===== src/rtl/mem_wb_stage.sv =====
// mem_wb_stage: MEM/WB pipeline stage with a req/ack data-memory bus.
// Optional MEM_TIMEOUT_EN abandons a wait after TIMEOUT_CYCLES cycles without ack.
module mem_wb_stage #(
  parameter int DATA_W = 32,
  parameter int ADDR_W = 32,
  parameter int REG_AW = 5,
  parameter int TIMEOUT_CYCLES = 64
) (
  input  logic              clk,
  input  logic              rst_n,
  input  logic              in_valid,
  output logic              in_ready,
  input  logic              ex_reg_write,
  input  logic              ex_mem_to_reg,
  input  logic              ex_mem_read,
  input  logic              ex_mem_write,
  input  logic [DATA_W-1:0] ex_alu_result,
  input  logic [DATA_W-1:0] ex_store_data,
  input  logic [REG_AW-1:0] ex_write_reg,
  input  logic              flush,
  output logic              dmem_req,
  output logic              dmem_we,
  output logic [ADDR_W-1:0] dmem_addr,
  output logic [DATA_W-1:0] dmem_wdata,
  input  logic              dmem_ack,
  input  logic [DATA_W-1:0] dmem_rdata,
  output logic              wb_valid,
  output logic              wb_reg_write,
  output logic [REG_AW-1:0] wb_write_reg,
  output logic [DATA_W-1:0] wb_write_data,
  output logic              mem_err
);
  typedef enum logic {IDLE, MEM_WAIT} state_t;
  state_t state_q;
  logic squash_q, ld_q, m2r_q, rw_q;
  logic [REG_AW-1:0] wreg_q;
  logic [DATA_W-1:0] alu_q;
  logic accept, mem_op, misaligned, squash, timeout, done;
  assign in_ready   = state_q == IDLE;
  assign accept     = in_valid & in_ready & ~flush;
  assign mem_op     = ex_mem_read | ex_mem_write;
  assign misaligned = |ex_alu_result[1:0];
  assign squash     = squash_q | flush;
  assign done       = state_q == MEM_WAIT && (dmem_ack || timeout);
`ifdef MEM_TIMEOUT_EN
  localparam int CW = $clog2(TIMEOUT_CYCLES + 1);
  logic [CW-1:0] cnt_q;
  assign timeout = state_q == MEM_WAIT && !dmem_ack && cnt_q == CW'(TIMEOUT_CYCLES - 1);
  always_ff @(posedge clk or negedge rst_n)
    if (!rst_n) cnt_q <= '0;
    else cnt_q <= (state_q == MEM_WAIT) ? cnt_q + 1'b1 : '0;
`else
  assign timeout = 1'b0;
`endif
  always_ff @(posedge clk or negedge rst_n) begin
    if (!rst_n) begin
      state_q       <= IDLE;
      squash_q      <= 1'b0;
      ld_q          <= 1'b0;
      m2r_q         <= 1'b0;
      rw_q          <= 1'b0;
      wreg_q        <= '0;
      alu_q         <= '0;
      dmem_req      <= 1'b0;
      dmem_we       <= 1'b0;
      dmem_addr     <= '0;
      dmem_wdata    <= '0;
      wb_valid      <= 1'b0;
      wb_reg_write  <= 1'b0;
      wb_write_reg  <= '0;
      wb_write_data <= '0;
      mem_err       <= 1'b0;
    end else begin
      wb_valid <= 1'b0;
      if (accept) begin
        if (mem_op && !misaligned) begin
          state_q    <= MEM_WAIT;
          squash_q   <= 1'b0;
          dmem_req   <= 1'b1;
          dmem_we    <= ex_mem_write & ~ex_mem_read;
          dmem_addr  <= ADDR_W'(ex_alu_result);
          dmem_wdata <= ex_store_data;
          ld_q       <= ex_mem_read;
          m2r_q      <= ex_mem_to_reg;
          rw_q       <= ex_reg_write & (|ex_write_reg);
          wreg_q     <= ex_write_reg;
          alu_q      <= ex_alu_result;
          if (ex_mem_read && ex_mem_write) mem_err <= 1'b1;
        end else begin
          wb_valid      <= 1'b1;
          wb_reg_write  <= ~mem_op & ex_reg_write & (|ex_write_reg);
          wb_write_reg  <= ex_write_reg;
          wb_write_data <= ex_alu_result;
          if (mem_op) mem_err <= 1'b1;
        end
      end
      if (state_q == MEM_WAIT) begin
        if (flush) squash_q <= 1'b1;
        if (done) begin
          state_q  <= IDLE;
          dmem_req <= 1'b0;
          squash_q <= 1'b0;
          wb_valid <= ~squash;
          if (timeout) mem_err <= 1'b1;
          if (!squash) begin
            wb_reg_write  <= ld_q & rw_q & ~timeout;
            wb_write_reg  <= wreg_q;
            wb_write_data <= (ld_q && m2r_q && !timeout) ? dmem_rdata : alu_q;
          end
        end
      end
    end
  end
endmodule


===== config.mk =====
export PLATFORM = sky130hd
export DESIGN_NAME = mem_wb_stage
export DESIGN_NICKNAME = d
export VERILOG_FILES = /design/src/rtl/mem_wb_stage.sv
export SDC_FILE = /design/constraint.sdc
export NUM_CORES = 1
export LEC_CHECK = 0
export CAP_MARGIN = 10
export CORE_AREA = 3 3 119 121
export CTS_CLUSTER_SIZE = 20
export DETAILED_ROUTE_END_ITERATION = 16
export DIE_AREA = 0 0 122 124
export PLACE_DENSITY_LB_ADDON = 0.3
export SLEW_MARGIN = 30
export SYNTH_ARGS = -nofsm -noshare
export SYNTH_HDL_FRONTEND = slang
export SYNTH_SLANG_ARGS = --single-unit

===== constraint.sdc =====
create_clock -name clk -period 1.45 [get_ports clk]
set_input_delay 0.145 -clock clk [delete_from_list [all_inputs] [get_ports clk]]
set_output_delay 0.145 -clock clk [all_outputs]
set_load 0.005 [all_outputs]

==> results.cfg <==
[cts]
clock_latency_ps = 410
h-tree-depth = 4
cts_buffer_depth = 2
cts_tree = yes
clk_pin_slew_ps = 50
cts_sinks = 116
root_buffer = clkbuf_16
cts_buffers = 17

[sta]
fmax_mhz = 606.3
fin_ws_ps = -199.5
fin_tns_setup_ps = -17240
worstMarginPinSlew_ps = 304.2
period_minus_slack_ps = 1649
rsz0062_at_grt = yes
period_share_pct = 113.8
finClkSkew_ps = 7.035
slew_violations = 0
max-slew-margin-rel_pct = 79.72
setup_viol = 111
finalHoldViolCount = 0

[cells_and_area]
final_cell_mix = 145 x clkdlybuf4s50_1, 115 x dfrtp_1, 67 x mux2_2, 49 x dlymetal6s2s_1, 38 x nand2_1
layout_commonest_cell = clkdlybuf4s50_1
nets = 763
final_util_pct = 65.77
antenna_cells = 0
top_regs = dmem_addr: 32 flops, dmem_wdata: 32 flops, wb_write_data: 32 flops
area_growth_pct = 73.98
drive_gt1_share_pct = 27.71

[outcome]
status = complete, but fails checks
violations = negative setup slack

[placed_design]
dp.final_hpwl_um = 10370
portBuffers = 216
gp_congestion = 0.7381

[synth]
synth_cell_type_count = 33
ys_ff_latch = 116
synth_nets = 501
ys_seq_area_share_pct = 58.22
synthCells = 391
synth_area_um2 = 4986
ys_warn_count = 0
yosys.area.top_type = dfrtp_1
syn_area_per_cell_um2 = 12.75
yosysTopAreaCellShare_pct = 58.22
synth.area.top_cells = dfrtp_1 58%, mux2_2 15%, mux2i_1 6.4%

[pwr]
p_int_w = 0.008915
power_frac_seq_pct = 37.4
power_switching_share_pct = 24.93
netSwitchingPower_w = 0.002960
p_leak_nw = 4.441
p_clk_share_pct = 34.4
p_per_area_nw_per_um2 = 1369
ir_drop_mv = 0.8652
pwr-share-comb_pct = 28.2
finalPower_w = 0.01188

[critical_path]
path_max_fanout = 12
start_kind = flip-flop
critPathRequiredTime_ps = 1740
timing_worst_setup_path_type = reg -> reg
crit_path_end_kind = flip-flop
arrival_ps = 1940

[global_routing]
grt.total_usage_pct = 20.27
antenna_found_initial = 0
grt-ovfl-total = 0
grt_pass1_wl_um = 23350
grt_pass1_vias = 4499
grt_max_degree = 56

[job]
maxCapViolations = 0

[detailed_routing]
top_layer_used = met4
dr.pass1.iters = 4
wl_met2_um = 7863
vias_per_cell = 5.031
routed_wl_um = 15450
ant_nets = 0
via_count = 4226
wl_met1_um = 6001
drt_iter0_markers = 179
avgRoutedWirePerCell_um = 18.39
route.met3.wl_um = 1387
drc = 0

[floorplan]
pin_count = 217
dieArea_um2 = 15130
core_area_um2 = 13190
die_x_um = 122
initial_core_util_pct = 37.80
rows = 42
die_h_um = 124

[hold_path]
hold_path_class = in -> async
-- repair_timing --
action	4_1_cts	5_1_grt
endpoints found under the hold margin	116	0
hold buffers	1	0
gates cloned	4	2
endpoints found under the setup margin	136	165
gates resized for setup	38	62
pin swaps	21	5
buffers inserted	14	3
-- worst paths after layout --
check                      slack [ps]  cells after the start              from             to
max                              -200                      6           state_q   dmem_addr[4]
min                               150                      2             rst_n       wb_valid
max reg2reg                      -200                      6           state_q   dmem_addr[4]
min reg2reg                       490                      2           dmem_we        dmem_we
max in group asynchronous         720                      3             rst_n        state_q
min in group clk                  340                      2  ex_store_data[9]  dmem_wdata[9]
-- power groups by stage --
stage	logic, W	registers (W)	clock network, W
2_1_floorplan	0.00114	0.00451	0
3_3_place_gp	0.00328	0.00448	0
3_5_place_dp	0.00334	0.00453	0
4_1_cts	0.00344	0.00447	0.00415
5_1_grt	0.00364	0.00454	0.00431
6_report	0.00335	0.00445	0.00408
-- per-stage QoR --
step	area, µm²	std cells	setup WS (ps)	hold slack, ps
2_1_floorplan	5072	391	-138.5	-150.6
3_3_place_gp	7611	787	-396.9	23.55
3_5_place_dp	7611	787	-466.4	27.07
4_1_cts	8454	836	-181.8	144.2
5_1_grt	8675	840	-258.6	153.4
6_report	8675	840	-199.5	148.8
-- cell families after synthesis --
group | synth area share (%)
muxes | 22.01
buffers and inverters | 3.312
AOI/OAI and AO/OA | 10.92
and+or+nand+nor | 5.546
DFF | 58.22
-- cells in the mapped netlist, drive strengths merged --
cell type and n:
a221oi 2, a311o 1, or3 1, o21ai 5
a22oi 31, clkbuf 5, a21boi 1, nor2 6
dfrtp 116, or2 2, buf 22, or3b 1
nand2 40, inv 2, nand3 1, and3 1
nor3b 1, o31ai 1, or4 1, a21o 1
nor3 2, a21oi 45, mux2 69, and2 2
mux2i 32
-- area by class of cell --
type	count	area, µm²
fillers	1010	4516
repair buffers	270	2922
flip-flops and latches	116	2904
multi-input cells	246	2042
clock buffers	26	509.2
well taps	176	220.2
clock inverters	4	70.07
inverters	2	7.507
-- worst max-delay path, cell delays in order, from the launching register on --
cell     delay, ps
dfrtp_2        410
buf_4          140
nor3b_4        250
nand3_4        100
buf_12         170
buf_12         160
mux2_4         300
-- per-layer routing --
| metal | up-vias | GRT usage [%] |
|---|---|---|
| met2 | 168 | 35.08 |
| met3 | 18 | 7.811 |
| met5 | - | 0 |
| met4 | 0 | 6.653 |
| li1 | 1937 | - |
| met1 | 2103 | 23.16 |
(Power assumes the default switching activity.)
